[config.mk]
export PLATFORM = sky130hd
export DESIGN_NAME = seq_detector_param
export DESIGN_NICKNAME = d
export VERILOG_FILES = /design/src/rtl/seq_detector_param_pkg.sv /design/src/rtl/seq_detector_param_sat_counter.sv /design/src/rtl/seq_detector_param.sv
export SDC_FILE = /design/constraint.sdc
export NUM_CORES = 1
export LEC_CHECK = 0
export BUFFER_PORTS_ARGS = -buffer_cell sky130_fd_sc_hd__buf_4
export CORE_ASPECT_RATIO = 0.75
export CORE_MARGIN = 2
export CORE_UTILIZATION = 60
export DETAILED_ROUTE_END_ITERATION = 6
export GPL_TIMING_DRIVEN = 0
export PLACE_DENSITY_LB_ADDON = 0.08
export SLEW_MARGIN = 20
export SYNTH_ARGS = -nofsm -noshare
export SYNTH_HDL_FRONTEND = slang
export SYNTH_SLANG_ARGS = --single-unit
[constraint.sdc]
create_clock -name clk -period 5.11 [get_ports clk]
set_input_delay 0.2555 -clock clk [delete_from_list [all_inputs] [get_ports clk]]
set_output_delay 0.2555 -clock clk [all_outputs]
set_load 0.02 [all_outputs]
[src/rtl/seq_detector_param_pkg.sv]
// Shared constants for the programmable sequence detector: reset configuration
// defaults and the pattern-length field width helper.
package seq_det_pkg;

    localparam int unsigned DEF_MAX_LEN     = 8;
    localparam int unsigned DEF_CNT_W       = 8;
    localparam logic [7:0]  DEF_RST_PATTERN = 8'b0000_0110;
    localparam int unsigned DEF_RST_LEN     = 4;
    localparam logic        DEF_RST_OVERLAP = 1'b1;

    // Bits needed to hold a length in 0..max_len
    function automatic int unsigned len_w(input int unsigned max_len);
        return $clog2(max_len + 1);
    endfunction

endpackage

[src/rtl/seq_detector_param_sat_counter.sv]
// Saturating up-counter with synchronous clear; clear-then-count when both are asserted.
module sat_counter #(
    parameter int unsigned W = 8
) (
    input  logic         clk,
    input  logic         rstn,
    input  logic         inc_i,
    input  logic         clr_i,
    output logic [W-1:0] count_o
);

    logic [W-1:0] cnt_q;
    logic [W-1:0] cnt_d;

    always_ff @(posedge clk or negedge rstn) begin
        if (!rstn) begin
            cnt_q <= '0;
        end else begin
            cnt_q <= cnt_d;
        end
    end

    always_comb begin
        cnt_d = cnt_q;
        if (clr_i) begin
            cnt_d = inc_i ? W'(1) : '0;
        end else if (inc_i && (cnt_q != '1)) begin
            cnt_d = cnt_q + W'(1);
        end
    end

    assign count_o = cnt_q;

endmodule

[src/rtl/seq_detector_param.sv]
// Run-time programmable serial pattern detector with stall qualifier, overlap
// mode and a saturating match counter. Reset config behaves as the "0110" detector.
module seq_detector_param
    import seq_det_pkg::*;
#(
    parameter int unsigned          MAX_LEN     = DEF_MAX_LEN,
    parameter int unsigned          CNT_W       = DEF_CNT_W,
    parameter logic [MAX_LEN-1:0]   RST_PATTERN = MAX_LEN'(DEF_RST_PATTERN),
    parameter int unsigned          RST_LEN     = DEF_RST_LEN,
    parameter logic                 RST_OVERLAP = DEF_RST_OVERLAP,
    localparam int unsigned         LEN_W       = len_w(MAX_LEN)
) (
    input  logic               clk,
    input  logic               rstn,
    input  logic               in_i,
    input  logic               in_valid_i,
    input  logic               cfg_load_i,
    input  logic [MAX_LEN-1:0] cfg_pattern_i,
    input  logic [LEN_W-1:0]   cfg_len_i,
    input  logic               cfg_overlap_i,
    input  logic               clr_count_i,
    output logic               out_o,
    output logic [CNT_W-1:0]   match_count_o,
    output logic               cfg_err_o
);

    logic [MAX_LEN-1:0] pat_q,  pat_d;
    logic [LEN_W-1:0]   len_q,  len_d;
    logic               ovl_q,  ovl_d;
    logic               err_q,  err_d;
    logic [MAX_LEN-1:0] hist_q, hist_d;
    logic [LEN_W-1:0]   fill_q, fill_d;
    logic               out_q,  out_d;

    logic [MAX_LEN-1:0] hist_shift_c;
    logic [LEN_W-1:0]   fill_inc_c;
    logic [MAX_LEN-1:0] mask_c;
    logic               match_c;

    always_ff @(posedge clk or negedge rstn) begin
        if (!rstn) begin
            pat_q  <= RST_PATTERN;
            len_q  <= LEN_W'(RST_LEN);
            ovl_q  <= RST_OVERLAP;
            err_q  <= 1'b0;
            hist_q <= '0;
            fill_q <= '0;
            out_q  <= 1'b0;
        end else begin
            pat_q  <= pat_d;
            len_q  <= len_d;
            ovl_q  <= ovl_d;
            err_q  <= err_d;
            hist_q <= hist_d;
            fill_q <= fill_d;
            out_q  <= out_d;
        end
    end

    // Post-shift history/fill; a shift past MAX_LEN yields an all-ones mask
    assign hist_shift_c = MAX_LEN'({hist_q, in_i});
    assign fill_inc_c   = (fill_q == LEN_W'(MAX_LEN)) ? fill_q : fill_q + LEN_W'(1);
    assign mask_c       = ~({MAX_LEN{1'b1}} << len_q);

    always_comb begin
        pat_d   = pat_q;
        len_d   = len_q;
        ovl_d   = ovl_q;
        err_d   = err_q;
        hist_d  = hist_q;
        fill_d  = fill_q;
        out_d   = 1'b0;
        match_c = 1'b0;
        if (cfg_load_i) begin
            pat_d  = cfg_pattern_i;
            len_d  = cfg_len_i;
            ovl_d  = cfg_overlap_i;
            err_d  = (cfg_len_i == '0) || (cfg_len_i > LEN_W'(MAX_LEN));
            hist_d = '0;
            fill_d = '0;
        end else if (in_valid_i) begin
            match_c = !err_q && (fill_inc_c >= len_q)
                      && ((hist_shift_c & mask_c) == (pat_q & mask_c));
            hist_d  = hist_shift_c;
            fill_d  = (match_c && !ovl_q) ? '0 : fill_inc_c;
            out_d   = match_c;
        end
    end

    sat_counter #(
        .W (CNT_W)
    ) u_match_cnt (
        .clk     (clk),
        .rstn    (rstn),
        .inc_i   (match_c),
        .clr_i   (clr_count_i),
        .count_o (match_count_o)
    );

    assign out_o     = out_q;
    assign cfg_err_o = err_q;

endmodule

==> results.json, run 1 <==
{
  "status": "complete, no violations",
  "drv_cap": 0,
  "netlist_instances": 170,
  "avgViaCountPerCell": 5.74,
  "mostFrequentLayoutCell": "dfrtp_1",
  "p_leak_nw": 0.972,
  "worstSetupPathType": "reg2reg",
  "route.detailed.drc": 0,
  "dp_hpwl_um": 2580,
  "worst_hold_path.endpoint": "len_q[2]",
  "fin_tns_setup_ps": 0,
  "synth.avg_cell_area_um2": 10.5,
  "hp-class": "in2reg",
  "num_rows": 17,
  "nets": 230,
  "ys_top_cells_by_area": "dfrtp_1 (42%), mux2_2 (6.3%), dfstp_2 (5.9%)",
  "worstHoldStart": "cfg_len_i[2]",
  "clkTransAtPathRegs_ps": 70,
  "dieArea_um2": 3430,
  "pin_count": 29,
  "cts_buffers": 5,
  "yosysUniqueCellTypes": 41,
  "rrSetupSlack_ps": 2000,
  "grt_pass1_vias": 1340,
  "grt_use_total_pct": 25.4,
  "initial_core_util_pct": 61.7,
  "min_period_ps": 3110,
  "vias": 1396,
  "drt_pass1_iterations": 4,
  "finClkSkew_ps": 4.70,
  "grt_pass1_wl_um": 6290,
  "powerDensity_nw_per_um2": 281,
  "cts_root_buf": "clkbuf_8",
  "r2r_cells": 13,
  "cts.sinks": 34,
  "ant_nets": 0,
  "synth_top_area_cell": "dfrtp_1",
  "gp_congestion": 0.860,
  "final_area_um2": 2150,
  "post-route-period-util_pct": 60.8,
  "grt_overflow": 0,
  "dieWidth_um": 67.0,
  "h-tree-depth": 2,
  "max_slew_margin_pct": 55.8,
  "routed_wl_um": 3650,
  "end_kind": "register",
  "synth_top_area_share_pct": 42.0,
  "yosysWarnings": 0,
  "die_h_um": 51.2,
  "grt_max_degree": 35,
  "layout_common_cells": "dfrtp_1 (30), buf_4 (26), nor2_1 (16)",
  "reg2reg_to": "u_match_cnt.count_o[5]",
  "antenna_found_initial": 0,
  "hold_depth": 3,
  "ir_drop_v": 0.000213,
  "clockBufferDepth": 2,
  "cts_resized": 0,
  "routedWlPerCell_um": 15.0,
  "cts_tree": "done",
  "tightest_slew_ps": 663,
  "layout-drive-gt1-share_pct": 24.9,
  "ys_ff_latch": 34,
  "dpl_cell_area_um2": 2030,
  "cp_data_arrival_time_ps": 3270,
  "syn-num-nets": 196,
  "synth_seq_area_share_pct": 47.9,
  "drtIter0Drc": 116,
  "antenna_cells": 0,
  "hold_violations": 0,
  "setup_viol": 0,
  "areaGrowthSynthToFinish_pct": 20.3,
  "clkLatencyLatePin_ps": 280,
  "r2r-start": "fill_q[0]",
  "synth_area_um2": 1790,
  "rsz0062_at_grt": "no",
  "drv_slew": 0,
  "cp.required_ps": 5280,
  "core_um2": 2890,
  "path_max_fanout": 10,
  "fmax_mhz": 322,
  "post-cts-setup-buffers": 0,
  "io_buffer_count": 26,
  "start_kind": "register",
  "cts_hold_buf": 1
}
==> power by group <==
part	switching, mW	internal [mW]	total (mW)
clock	0.0924	0.136	0.228
sequential	0.0147	0.285	0.300
combinational	0.0382	0.0377	0.0759
total	0.145	0.459	0.604
==> synthesized netlist by cell type (all sizes together) <==
master and instances:
or3 1, nand4 1, a21oi 9, nand2 6, ha 7, o41ai 1
a32o 3, nor4 3, o21a 1, o32ai 1, xor2 3, mux2i 8
nand2b 4, o311a 1, a2111oi 1, or2 2, o31ai 1, buf 1
clkbuf 5, o311ai 1, dfrtp 30, dfstp 4, nor3 2, a211oi 1
and3 3, nor2 16, nand3 9, a221oi 1, xnor2 8, a31o 1
o21ai 7, o22ai 2, or4 2, inv 10, a22o 1, mux2 11
nor2b 2
==> worst max-delay path by stage <==
stage                        endpoint  depth (start not counted)  startpoint  slack [ps]
6_report       u_match_cnt.count_o[5]                         13   fill_q[0]        2000
5_1_grt        u_match_cnt.count_o[5]                         13   fill_q[0]        1700
4_1_cts        u_match_cnt.count_o[5]                         13   fill_q[0]        2010
3_5_place_dp   u_match_cnt.count_o[5]                         13   fill_q[0]        2020
3_3_place_gp   u_match_cnt.count_o[5]                         13   fill_q[0]        2090
2_1_floorplan  u_match_cnt.count_o[5]                         13   fill_q[0]        2430
==> cells by family (layout without fill, tap and decap cells) <==
| kind of cell | Yosys count | count (layout) | synth area share [%] |
|---|---|---|---|
| AOI/OAI and AO/OA | 32 | 32 | 12.5 |
| xor gates and xnor gates | 11 | 11 | 5.40 |
| adders and majority gates | 7 | 7 | 4.91 |
| buffers and inverters | 16 | 51 | 3.36 |
| DFF | 34 | 34 | 47.9 |
| muxes | 19 | 19 | 11.4 |
| and+or+nand+nor | 51 | 51 | 14.5 |
==> final cells by class <==
class                      instances  area, µm²
buffer                             6       22.5
sequential                        34        856
inverter                          10       37.5
timing repair buffer              27        205
multi-input combinational        120        870
tap                               38       47.5
fill                             233        744
clock buffer                       8        110
==> per-layer routing <==
| layer | vias to the layer above | GRT usage, % | share of wire, % |
|---|---|---|---|
| met1 | 677 | 35.8 | 47 |
| met3 | 4 | 6.39 | 6.3 |
| li1 | 674 | - | - |
| met5 | - | 0 | 0 |
| met4 | 0 | 10.2 | 1.3 |
| met2 | 41 | 37.5 | 45 |
==> state kept, by name (all words and copies together) (netlist names) <==
name,count
u_match_cnt.count_o,8
hist_q,7
ovl_q,1
out_o,1
fill_q,4
pat_q,8
cfg_err_o,1
len_q,4
==> worst max-delay path, stage by stage, from the launching register on <==
cell and delay, ps:
dfrtp_1 390, inv_1 90, ha_1 200, nand2_1 80
nor2_1 50, xnor2_1 230, ha_1 280, nand2b_1 140
a2111oi_0 430, nor4_1 110, nand4_1 170, clkbuf_1 370
nor3_1 120, mux2_1 330
==> through the flow <==
step | util, % | hold slack, ps | total power [mW] | std cells | setup slack, ps
floorplan | - | -40.1 | 0.348 | 170 | 2430
global placement | 70.1 | 217 | 0.375 | 234 | 2090
detailed placement | 70.1 | 223 | 0.379 | 234 | 2020
CTS | 74.3 | 189 | 0.608 | 243 | 2010
global route | 74.3 | 192 | 0.634 | 243 | 1700
finish | 74.3 | 191 | 0.604 | 243 | 2000
Note: power is estimated with default switching activity, not from simulation.
==> run 2: changes to the inputs <==
Settings changed: CORE_UTILIZATION 60 to 55.
Clock period 5.11 ns to 2.9 ns, I/O delays scaled along.
==> results.json, run 2 (synthesis gave the netlist of run 1 again) <==
{
  "areaGrowthSynthToFinish_pct": 24.9,
  "crit_path_top_delay_cell": "dfrtp_1",
  "final_area_um2": 2230,
  "multi_input_area_um2": 942,
  "dieArea_um2": 3720,
  "route.detailed.drc": 0,
  "start_kind": "register",
  "max_slew_margin_pct": 53.5,
  "cp_num_buf_inv": 2,
  "min_period_ps": 2790,
  "clockBufferDepth": 2,
  "grt.met3_usage_pct": 5.90,
  "mostFrequentLayoutCell": "dfrtp_1",
  "layout-drive-gt1-share_pct": 33.2,
  "status": "complete, no violations",
  "path_max_fanout": 5,
  "cts_buffers": 5,
  "io_buffer_count": 26,
  "vias": 1427,
  "cp_data_arrival_time_ps": 2970,
  "use_met2_pct": 33.3,
  "nets": 233,
  "hp-class": "in2reg",
  "cts.sinks": 34,
  "initial_core_util_pct": 59.1,
  "grt_overflow": 0,
  "die_h_um": 53.3,
  "dp_hpwl_um": 2650,
  "layout_common_cells": "dfrtp_1 (30), buf_4 (28), nor2_1 (15)",
  "fmax_mhz": 358,
  "ff_latch_area_um2": 856,
  "end_kind": "register",
  "cp_cell_sequence": "inv_2 > ha_4 > nand2_2 > nand3_2 > o21ai_2 > ha_2 > o21a_1 > o22ai_2 > nor4_2 > nand4_1 > buf_6 > o311a_1 > a31o_1",
  "grt_pass1_vias": 1320,
  "drv_cap": 0,
  "cts_root_buf": "clkbuf_8",
  "fin_tns_setup_ps": 0,
  "slowest_delay_ps": 430,
  "use_met1_pct": 30.7,
  "tightest_slew_ps": 697,
  "antenna_cells": 0,
  "clkTransAtPathRegs_ps": 70,
  "cp.required_ps": 3080,
  "stdcell_count": 246,
  "pin_count": 29,
  "cts_tree": "done",
  "cp_top_family": "compound AO/OA/AOI/OAI gates",
  "p_leak_nw": 1.01,
  "drtIter0Drc": 141,
  "clkLatencyLatePin_ps": 290,
  "dieWidth_um": 69.8,
  "ir_drop_v": 0.000394,
  "fin_hold_ws_ps": 82.1,
  "top_usage_layer": "met2",
  "dpl_cell_area_um2": 2030,
  "nFillCells": 210,
  "setup_ws_ps": 109,
  "setup_viol": 0,
  "place_ws_ps": -167,
  "worstSetupPathType": "reg2reg",
  "ant_nets": 0,
  "grt_pass1_wl_um": 6250,
  "core_um2": 3020,
  "total_power_mw": 1.04,
  "gp_congestion": 0.855,
  "powerDensity_nw_per_um2": 467,
  "num_rows": 17,
  "drt_pass1_iterations": 4,
  "routedWlPerCell_um": 15.9,
  "post-route-period-util_pct": 96.2,
  "h-tree-depth": 2,
  "antenna_found_initial": 0,
  "avgViaCountPerCell": 5.80,
  "drv_slew": 0,
  "finClkSkew_ps": 5.01,
  "grt_max_degree": 35,
  "place_inst": 234,
  "hold_violations": 0,
  "utilization_pct": 73.8,
  "routed_wl_um": 3910,
  "grt_use_total_pct": 22.3
}
-- run 2: changes by cell type in the layout (fill, tap and decap cells not counted), sizes merged --
cell	previous run	this run
buf	27	31
clkbuf	13	11
clkinv	0	1
-- run 2: metal layers --
layer | wire length (µm) | vias up
met5 | 0 | -
met4 | 51 | 0
met3 | 219 | 6
met2 | 1790 | 46
met1 | 1850 | 692
li1 | - | 683
-- run 2: what timing repair did --
action	in CTS	in global routing
pin swaps	1	7
endpoints found under the setup margin	5	11
setup buffers	0	2
hold endpoints to repair	30	0
cloned	0	1
resized for setup	2	21
hold buffers	1	0
-- run 2: cell type report --
type / count / area share (%)
clock inverters: 1 / 0.224
inverters: 10 / 1.68
plain buffers: 6 / 1.35
flip-flops and latches: 34 / 38.4
multi-input cells: 120 / 42.3
well taps: 38 / 2.13
repair buffers: 30 / 10.1
clock buffers: 7 / 3.87
-- run 2: where the power goes --
group | total [mW] | switching (mW) | leakage [nW] | internal, mW
combinational | 0.155 | 0.0782 | 0.528 | 0.0772
sequential | 0.527 | 0.0247 | 0.436 | 0.502
clock | 0.360 | 0.168 | 0.0482 | 0.191
-- run 2: final timing paths --
check	startpoint	endpoint	slack, ps	cells past startpoint
min in group asynchronous	rstn	hist_q[2]	340	2
max in group asynchronous	rstn	ovl_q	2220	2
min reg2reg	pat_q[0]	pat_q[0]	530	1
max reg2reg	fill_q[0]	u_match_cnt.count_o[2]	110	13
max	fill_q[0]	u_match_cnt.count_o[2]	110	13
min	cfg_pattern_i[7]	pat_q[7]	80	2
-- run 2: worst reg2reg max path, delay by kind of cell, from the launching register on --
| family | cells | cell delay, ps |
|---|---|---|
| compound gates | 5 | 790 |
| flops | 1 | 430 |
| fa+ha+maj | 2 | 440 |
| simple gates | 4 | 690 |
| buf+inv | 2 | 330 |
